$ cat config.mk
export PLATFORM = sky130hd
export DESIGN_NAME = accel_tilt_led
export DESIGN_NICKNAME = d
export VERILOG_FILES = /design/src/rtl/accel_pkg.sv /design/src/rtl/moving_avg.sv /design/src/rtl/accel_tilt_led.sv
export SDC_FILE = /design/constraint.sdc
export NUM_CORES = 1
export LEC_CHECK = 0
export ABC_AREA = 1
export CAP_MARGIN = 20
export CORE_MARGIN = 5
export CORE_UTILIZATION = 35
export DETAILED_ROUTE_END_ITERATION = 12
export PLACE_DENSITY = 0.53
export SYNTH_ARGS = -nofsm -noshare
export SYNTH_HDL_FRONTEND = slang
export SYNTH_SLANG_ARGS = --single-unit
$ cat constraint.sdc
create_clock -name clk_clk -period 10 [get_ports clk_clk]
set_input_delay 1 -clock clk_clk [delete_from_list [all_inputs] [get_ports clk_clk]]
set_output_delay 1 -clock clk_clk [all_outputs]
set_load 0.005 [all_outputs]
$ cat src/rtl/accel_pkg.sv
`default_nettype none
// ============================================================================
//  Module      : accel_pkg
//  Description : Shared defaults, FSM state encoding and the tilt-to-LED
//                index mapping used by the accelerometer LED bar block.
//  Revision    : 1.0 - initial release
// ============================================================================
package accel_pkg;

    localparam int DEF_DATA_W = 16;
    localparam int DEF_LED_N  = 10;

    typedef enum logic [1:0] {
        ST_IDLE  = 2'd0,
        ST_ACCUM = 2'd1,
        ST_MAP   = 2'd2
    } state_t;

    // Clamp v to [-2^fs_log2, 2^fs_log2-1], then scale the shifted value
    // 0..2^(fs_log2+1)-1 onto 0..led_n-1.
    function automatic logic [31:0] map_idx(input logic signed [31:0] v,
                                            input int fs_log2,
                                            input int led_n);
        logic signed [31:0] lo;
        logic signed [31:0] hi;
        logic signed [31:0] c;
        logic signed [31:0] prod;
        lo = -(32'sd1 <<< fs_log2);
        hi = (32'sd1 <<< fs_log2) - 32'sd1;
        if (v < lo) begin
            c = lo;
        end else if (v > hi) begin
            c = hi;
        end else begin
            c = v;
        end
        prod = (c - lo) * led_n;
        return prod >>> (fs_log2 + 1);
    endfunction

endpackage
`default_nettype wire

$ cat src/rtl/moving_avg.sv
`default_nettype none
// ============================================================================
//  Module      : moving_avg
//  Description : Circular window of 2^AVG_LOG2 signed samples with a running
//                sum. Each load pulse replaces the oldest entry with sample.
//  Ports       : clk, rst (async, active-high)
//                load   - commit sample into the window this cycle
//                sample - signed sample to commit
//                sum    - running sum of the window (never overflows)
//                full   - 2^AVG_LOG2 samples committed since reset
//  Revision    : 1.0 - initial release
// ============================================================================
module moving_avg
    import accel_pkg::*;
#(
    parameter int DATA_W   = DEF_DATA_W,
    parameter int AVG_LOG2 = 3
) (
    input  logic                             clk,
    input  logic                             rst,
    input  logic                             load,
    input  logic signed [DATA_W-1:0]         sample,
    output logic signed [DATA_W+AVG_LOG2-1:0] sum,
    output logic                             full
);

    localparam int DEPTH = 1 << AVG_LOG2;
    localparam int SUM_W = DATA_W + AVG_LOG2;
    localparam logic [AVG_LOG2:0] FILL_MAX = (AVG_LOG2 + 1)'(DEPTH);

    logic signed [DATA_W-1:0] win_q [DEPTH];
    logic signed [DATA_W-1:0] win_d [DEPTH];
    logic [AVG_LOG2-1:0]      wr_ptr_q, wr_ptr_d;
    logic [AVG_LOG2:0]        fill_q, fill_d;
    logic signed [SUM_W-1:0]  sum_q, sum_d;
    logic signed [DATA_W-1:0] oldest_w;

    assign oldest_w = win_q[wr_ptr_q];

    always_comb begin
        win_d    = win_q;
        wr_ptr_d = wr_ptr_q;
        fill_d   = fill_q;
        sum_d    = sum_q;
        if (load) begin
            win_d[wr_ptr_q] = sample;
            sum_d = sum_q
                  + {{AVG_LOG2{sample[DATA_W-1]}}, sample}
                  - {{AVG_LOG2{oldest_w[DATA_W-1]}}, oldest_w};
            wr_ptr_d = wr_ptr_q + AVG_LOG2'(1);
            if (fill_q != FILL_MAX) begin
                fill_d = fill_q + (AVG_LOG2 + 1)'(1);
            end
        end
    end

    always_ff @(posedge clk or posedge rst) begin
        if (rst) begin
            for (int i = 0; i < DEPTH; i++) begin
                win_q[i] <= '0;
            end
            wr_ptr_q <= '0;
            fill_q   <= '0;
            sum_q    <= '0;
        end else begin
            win_q    <= win_d;
            wr_ptr_q <= wr_ptr_d;
            fill_q   <= fill_d;
            sum_q    <= sum_d;
        end
    end

    assign sum  = sum_q;
    assign full = (fill_q == FILL_MAX);

endmodule
`default_nettype wire

$ cat src/rtl/accel_tilt_led.sv
`default_nettype none
// ============================================================================
//  Module      : accel_tilt_led
//  Description : Smooths signed X-axis accelerometer samples with a moving
//                average and lights one LED of a bar according to tilt, with
//                hysteresis, blinking the LED when tilt exceeds full scale.
//  Ports       : clk_clk, reset_reset (async, active-high)
//                sample_valid/sample_ready/sample_data - input handshake
//                avg_data  - latest moving average (signed)
//                avg_valid - one-cycle pulse on each average/LED update
//                primed    - window filled since reset
//                led_external_connection_export - one-hot LED bar
//  Revision    : 1.0 - initial release
// ============================================================================
module accel_tilt_led
    import accel_pkg::*;
#(
    parameter int DATA_W    = DEF_DATA_W,
    parameter int AVG_LOG2  = 3,
    parameter int LED_N     = DEF_LED_N,
    parameter int FS_LOG2   = 8,
    parameter int HYST      = 8,
    parameter int BLINK_DIV = 25000000
) (
    input  logic              clk_clk,
    input  logic              reset_reset,
    input  logic              sample_valid,
    output logic              sample_ready,
    input  logic [DATA_W-1:0] sample_data,
    output logic [DATA_W-1:0] avg_data,
    output logic              avg_valid,
    output logic              primed,
    output logic [LED_N-1:0]  led_external_connection_export
);

    localparam int SUM_W  = DATA_W + AVG_LOG2;
    localparam int IDX_W  = (LED_N > 1) ? $clog2(LED_N) : 1;
    localparam int CNT_W  = (BLINK_DIV > 1) ? $clog2(BLINK_DIV) : 1;
    localparam int FS_MIN = -(1 << FS_LOG2);
    localparam int FS_MAX = (1 << FS_LOG2) - 1;
    localparam logic [CNT_W-1:0] BLINK_LAST = CNT_W'(BLINK_DIV - 1);
    localparam logic [IDX_W-1:0] IDX_RESET  = IDX_W'(LED_N / 2);

    state_t                   state_q, state_d;
    logic signed [DATA_W-1:0] sample_q, sample_d;
    logic signed [DATA_W-1:0] avg_q, avg_d;
    logic                     avg_valid_q, avg_valid_d;
    logic                     primed_q, primed_d;
    logic [IDX_W-1:0]         cur_idx_q, cur_idx_d;
    logic                     sat_q, sat_d;
    logic [CNT_W-1:0]         blink_cnt_q, blink_cnt_d;
    logic                     blink_on_q, blink_on_d;

    logic                     load_w;
    logic signed [SUM_W-1:0]  sum_w;
    logic                     full_w;
    logic signed [DATA_W-1:0] avg_w;
    logic signed [31:0]       avg_ext_w;
    logic [IDX_W-1:0]         idx_w, idx_lo_w, idx_hi_w;
    logic                     sat_w;
    logic [LED_N-1:0]         onehot_w;

    moving_avg #(
        .DATA_W   (DATA_W),
        .AVG_LOG2 (AVG_LOG2)
    ) u_moving_avg (
        .clk    (clk_clk),
        .rst    (reset_reset),
        .load   (load_w),
        .sample (sample_q),
        .sum    (sum_w),
        .full   (full_w)
    );

    assign load_w = (state_q == ST_ACCUM);

    // Arithmetic shift: average rounds toward -inf.
    assign avg_w     = DATA_W'(sum_w >>> AVG_LOG2);
    assign avg_ext_w = 32'(avg_w);

    // Hysteresis window: indices reachable from avg +/- HYST, both clamped.
    assign idx_w    = IDX_W'(map_idx(avg_ext_w, FS_LOG2, LED_N));
    assign idx_lo_w = IDX_W'(map_idx(avg_ext_w - HYST, FS_LOG2, LED_N));
    assign idx_hi_w = IDX_W'(map_idx(avg_ext_w + HYST, FS_LOG2, LED_N));
    assign sat_w    = (avg_ext_w < FS_MIN) || (avg_ext_w > FS_MAX);

    always_comb begin
        state_d     = state_q;
        sample_d    = sample_q;
        avg_d       = avg_q;
        avg_valid_d = 1'b0;
        primed_d    = primed_q;
        cur_idx_d   = cur_idx_q;
        sat_d       = sat_q;
        case (state_q)
            ST_IDLE: begin
                if (sample_valid) begin
                    sample_d = sample_data;
                    state_d  = ST_ACCUM;
                end
            end
            ST_ACCUM: begin
                state_d = ST_MAP;
            end
            ST_MAP: begin
                avg_d       = avg_w;
                avg_valid_d = 1'b1;
                primed_d    = full_w;
                sat_d       = sat_w;
                if (!((cur_idx_q >= idx_lo_w) && (cur_idx_q <= idx_hi_w))) begin
                    cur_idx_d = idx_w;
                end
                state_d = ST_IDLE;
            end
            default: begin
                state_d = ST_IDLE;
            end
        endcase
    end

    // Free-running blink timebase; phase holds for BLINK_DIV cycles.
    always_comb begin
        blink_cnt_d = blink_cnt_q + CNT_W'(1);
        blink_on_d  = blink_on_q;
        if (blink_cnt_q == BLINK_LAST) begin
            blink_cnt_d = '0;
            blink_on_d  = ~blink_on_q;
        end
    end

    always_ff @(posedge clk_clk or posedge reset_reset) begin
        if (reset_reset) begin
            state_q     <= ST_IDLE;
            sample_q    <= '0;
            avg_q       <= '0;
            avg_valid_q <= 1'b0;
            primed_q    <= 1'b0;
            cur_idx_q   <= IDX_RESET;
            sat_q       <= 1'b0;
            blink_cnt_q <= '0;
            blink_on_q  <= 1'b1;
        end else begin
            state_q     <= state_d;
            sample_q    <= sample_d;
            avg_q       <= avg_d;
            avg_valid_q <= avg_valid_d;
            primed_q    <= primed_d;
            cur_idx_q   <= cur_idx_d;
            sat_q       <= sat_d;
            blink_cnt_q <= blink_cnt_d;
            blink_on_q  <= blink_on_d;
        end
    end

    assign onehot_w = {{(LED_N-1){1'b0}}, 1'b1} << cur_idx_q;

    assign sample_ready = (state_q == ST_IDLE);
    assign avg_data     = avg_q;
    assign avg_valid    = avg_valid_q;
    assign primed       = primed_q;
    assign led_external_connection_export = onehot_w & {LED_N{blink_on_q | ~sat_q}};

endmodule
`default_nettype wire

**After elaboration in Yosys (flattened, before gate mapping)**

Index checks and enable logic that the tools add are counted.

- Flip-flop bits (word level): 221
- Input bits: 19
- Output and inout port bits: 29
- Word-level logic and storage cells: 79

- Add/sub/neg operators: 10
- $mul: 3
- $lt $le $gt $ge: 10
- Equal/unequal tests: 6
- Shifts and indexed selects: 1
- Mux-type cells: 16
- Bitwise logic cells: 6
- Reductions and logical operators: 7

Operators with widths:

| cell | number |
|---|---|
| 32-bit two-way mux | 6 |
| 128-bit bitwise mux | 1 |
| 32-bit by 4-bit multiplier with 12-bit output, second input constant | 3 |
| 32-bit by 9-bit subtractor with 32-bit output, second input constant | 3 |
| 16-bit binary-select mux with 3-bit select | 1 |
| 16-bit demux with 3-bit select | 1 |
| 16-bit two-way mux | 3 |
| 17-bit by 9-bit > comparator with 1-bit output, second input constant | 2 |
| 17-bit by 9-bit less-than comparator with 1-bit output, second input constant | 2 |
| 25-bit by 1-bit adder with 25-bit output, second input constant | 1 |
| 25-bit == test, second input constant | 1 |
| 25-bit two-way mux | 1 |
| 19-bit adder | 1 |
| 19-bit subtractor | 1 |
| 16-bit by 5-bit adder with 17-bit output, second input constant | 1 |
| 16-bit by 5-bit subtractor with 17-bit output, second input constant | 1 |
| 16-bit by 9-bit > comparator with 1-bit output, second input constant | 1 |
| 16-bit by 9-bit less-than comparator with 1-bit output, second input constant | 1 |
| 10-bit bitwise AND | 1 |
| 1-bit by 4-bit << shifter with 10-bit output, first input constant | 1 |
| 2-bit AND reduction | 3 |
| 4-bit by 1-bit adder with 4-bit output, second input constant | 1 |
| 4-bit == test, second input constant | 1 |
| 4-bit greater-or-equal comparator | 1 |
| other kinds (17) | 20 |

**Depth between registers and ports, before layout**

- Word-level depth: 10
- Mapped depth: 33
- Gate-level depth less buffers: 33

**By module**

From an unflattened synthesis, not the netlist that was laid out.

- Cell total of the unflattened synthesis: 1,774
- Area, all modules: 13,561.8 um^2

Modules (own cells, without submodules):

| module | instances | cells an instance | area an instance (um^2) | seq. area each (um^2) |
|---|---|---|---|---|
| moving_avg | 1 | 977 | 8,117.8 | 3,853.7 |
| accel_tilt_led | 1 | 797 | 5,444.0 | 1,680.4 |

**Least setup slack after synthesis**

OpenSTA, ideal clock, no wires.

- Path kind: register to register
- From: register u_moving_avg.sum_q[6], in the netlist u_moving_avg.sum[6]
- To: register cur_idx_q[3]
- Setup time: 0.117 ns
- Data arrival time: 4.110 ns
- Data required time: 9.883 ns
- Path slack: 5.773 ns
- Cell stages (with the launch flop): 30
- Buffers on the path: 0
- Clock period less this slack: 4.227 ns
- Cells stage by stage: dfrtp_1 inv_1 ha_1 inv_1 nor2_1 nand3_2 nor2_1 nand2_1 nand2_1 nand2_1 nor2_1 a21oi_4 a21oi_1 ha_1 ha_1 a21oi_1 inv_1 a21oi_1 nor2_1 nor2_1 nand2_1 nand2_1 nand2_1 ha_1 a21oi_1 nand3_1 a21oi_1 inv_1 nand2_1 nand2_1

- Word-level cells in the longest chain between the ends: 10
- Elaborated cells between the ends (all ways): 25
- Classes of those cells: add/sub: 5; mul: 3; order compare: 8; mux: 6; bitwise: 1; reduce/logical: 2

RTL lines:

| item | line | RTL |
|---|---|---|
| start, declared | moving_avg.sv:35 | `logic signed [SUM_W-1:0] sum_q, sum_d;` |
| start signal, assigned | moving_avg.sv:69 | `sum_q <= sum_d;` |
| 16-bit by 5-bit subtractor with 17-bit output / 16-bit by 5-bit adder with 17-bit output (equally long branches) | accel_tilt_led.sv:83, accel_tilt_led.sv:84 |  |
| 17-bit by 9-bit > comparator with 1-bit output | accel_pkg.sv:32 | `end else if (v > hi) begin` |
| 32-bit two-way mux | accel_pkg.sv:32 |  |
| 32-bit two-way mux | accel_pkg.sv:30 | `if (v < lo) begin` |
| 32-bit by 9-bit subtractor with 32-bit output | accel_pkg.sv:37 | `prod = (c - lo) * led_n;` |
| 32-bit by 4-bit multiplier with 12-bit output | accel_pkg.sv:37 |  |
| 4-bit greater-or-equal comparator / 4-bit <= comparator (equally long branches) | accel_tilt_led.sv:110 | `if (!((cur_idx_q >= idx_lo_w) && (cur_idx_q <= idx_hi_w))) begin` |
| 1-bit logical AND | accel_tilt_led.sv:110 |  |
| 1-bit inverter (no source line) | - |  |
| 2-bit AND reduction (no source line) | - |  |
| end signal, assigned | accel_tilt_led.sv:148 | `cur_idx_q <= cur_idx_d;` |
| end, declared | accel_tilt_led.sv:49 | `logic [IDX_W-1:0] cur_idx_q, cur_idx_d;` |

Several ways; a longest one is shown, not always the timed one.
A chain may end at the register's enable or synchronous reset.

**Final worst setup path**

- From: register u_moving_avg.sum_q[6], in the netlist u_moving_avg.sum[6]
- To: register cur_idx_q[1]

Same word-level chain as after synthesis.

==> qor.yml <==
logic_synthesis:
  synthArstFlopShare_pct: 100
  syn_avg_cell_area_um2: 7.84
  synth_area_um2: 13400
  synth_edf_count: 0
  yosys_register_bits: 221
  synth_nets: 1830
  synth_cells: 1712
  seq_area_frac_synth_pct: 41.2
  synth-main-ff-cell: "dfrtp_1"
  synth_warnings: 0
  synth_cell_types: 48
clocking:
  root_buffer: "clkbuf_16"
  cts_setup_buffers: 0
  clkTransAtPathRegs_ns: 0.06
  cts_resized: 0
  cts_hold_buf: 0
  clk_path_buf_depth: 3
  h-tree-depth: 1
  clk_latency_ns: 0.54
  cts_sinks: 221
  cts_tree: "built"
  cts_buffers: 27
route:
  num_vias: 11400
  firstDrtPassIters: 5
  drt-wirelength-per-cell_um: 15.9
  drc: 0
  vias_per_cell: 4.99
  drtIter0Drc: 751
  wirelength_um: 36100
  ant_nets: 0
critical_path:
  required_ns: 10.46
  worst_setup_path_end_kind: "flop"
  crit_path_frequent_cell: "nand2_1"
  slowest_stage: "dfrtp_1"
  worstPathArrival_ns: 5.44
  worstPathMaxFanout: 9
  crit_type: "reg2reg"
  cp-start-kind: "flop"
  slowest_delay_ns: 0.49
  worst-r2r-cell-count: 28
floorplanning:
  rows: 71
  io_pins: 48
  die-area_um2: 42300
  initial_utilization_pct: 35.5
  die_w_um: 206
  coreArea_um2: 37800
  die_y_um: 206
finish:
  num_antenna_cells: 0
  syn_to_final_growth_pct: 14.4
  nets: 1863
  drive_gt1_share_pct: 6.69
  stdcell_count: 2276
min_path:
  hold_depth: 1
  hold_path_class: "reg2reg"
sta:
  final_max_slew_viol_count: 0
  rsz0062_at_grt: "no"
  setup_tns_ns: 0
  slew-limit-headroom_pct: 40.2
  skew_ns: 0.0110
  fin_crit_ns: 4.98
  fin_crit_sh_pct: 49.8
  max_clock_freq_ghz: 0.201
  setup_viol: 0
  hold_violations: 0
  max_slew.worst_pin.slew_ns: 0.891
global_route:
  grt_pass1_vias: 11200
  grt_max_degree: 121
  grt_usage_pct: 17.4
  antenna_found_initial: 0
  grt_pass1_wl_um: 59500
  grt_overflow: 0
placed_design:
  gp_congestion: 0.896
  placed_cells: 2225
  io_buffers: 47
  dp_hpwl_um: 25900
run:
  cap_violations: 0
run_status:
  status: "complete, no violations"
-- final timing paths --
| check | end | from | slack (ns) |
|---|---|---|---|
| setup / recovery | cur_idx_q[1] | u_moving_avg.sum[6] | 5.02 |
| hold / removal | blink_cnt_q[0] | blink_cnt_q[0] | 0.47 |
| setup reg to reg | cur_idx_q[1] | u_moving_avg.sum[6] | 5.02 |
| hold reg to reg | blink_cnt_q[0] | blink_cnt_q[0] | 0.47 |
| max in group asynchronous | u_moving_avg.wr_ptr_q[0] | reset_reset | 7.63 |
| min in group asynchronous | u_moving_avg.fill_q[0] | reset_reset | 1.04 |
-- critical path, delay by kind of cell (launching register included) --
kind,cells,cell delay (ns)
AND/OR/NAND/NOR,15,1.51
AO/OA/AOI/OAI,7,1.37
adder cells (fa/ha/maj),4,1.15
flip-flops,1,0.49
buffers and inverters,2,0.37
-- state kept, by name, summed over array words and instances (netlist names) --
| name | flops |
|---|---|
| primed | 1 |
| u_moving_avg.win_q | 128 |
| u_moving_avg.wr_ptr_q | 3 |
| u_moving_avg.fill_q | 4 |
| avg_valid | 1 |
| blink_on_q | 1 |
| cur_idx_q | 4 |
| u_moving_avg.sum | 19 |
| state_q | 2 |
| blink_cnt_q | 25 |
| sat_q | 1 |
| sample_q | 16 |
| avg_data | 16 |
-- synth_stat cells, types with 7 or more instances --
cell type  count  area [um^2]
a21oi_1       86          430
a31oi_1       10         62.6
clkbuf_1      55          206
dfrtp_1      218         5460
fa_1          18          360
ha_1          81         1010
inv_1        221          830
nand2_1      392         1470
nand3_1       54          270
nand4_1       23          144
nor2_1       133          499
nor2_2        11         68.8
nor3_1        15         75.1
nor4_1         7         43.8
o2111ai_1     15          131
o211ai_1      36          270
o21ai_0      226         1130
or2_2          7         43.8
xnor2_1       13          114
xor2_1        18          158
-- per-stage QoR --
step	area [um^2]	setup slack (ns)	hold slack, ns	utilization (%)
after floorplan	13400	2.96	0.433	-
after global placement	14400	5.04	0.450	38.2
after detailed placement	14400	4.98	0.461	38.2
after CTS	15300	4.97	0.469	40.6
after global routing	15400	4.28	0.498	40.7
final	15400	5.02	0.467	40.7
-- layout by cell type (no fill, tap or decap), types with 36 or more instances in the layout --
cell type	Yosys	routed
a21oi_1	86	86
clkdlybuf4s50_1	0	47
dfrtp_1	218	217
ha_1	81	81
inv_1	221	220
nand2_1	392	392
nand3_1	54	54
nor2_1	133	128
o211ai_1	36	36
o21ai_0	226	226
-- area by class of cell --
| class | instances | area (um^2) |
|---|---|---|
| clock buffers | 42 | 792 |
| clock inverters | 7 | 91.3 |
| fillers | 3881 | 22400 |
| inverters | 231 | 875 |
| multi-input cells | 1200 | 6790 |
| flip-flops and latches | 221 | 5540 |
| well taps | 511 | 639 |
| repair buffers | 64 | 626 |
-- metal layers --
| layer | track usage [%] | share of wire (%) |
|---|---|---|
| met1 | 25.0 | 49 |
| met2 | 28.1 | 45 |
| met3 | 2.41 | 4.8 |
| met4 | 3.49 | 2.1 |
| met5 | 0 | 0 |
-- cells by family after synthesis --
family                     count (synthesis)  share of synthesized area (%)
AOI/OAI and AO/OA                        403                           17.1
xor gates and xnor gates                  31                           2.02
adders and majority gates                 99                           10.2
buffers and inverters                    291                           8.29
DFF                                      221                           41.2
and+or+nand+nor                          667                           21.1
Power is not shown: default switching activity piles up to over one toggle a cycle in this logic, so the estimate is an artifact.
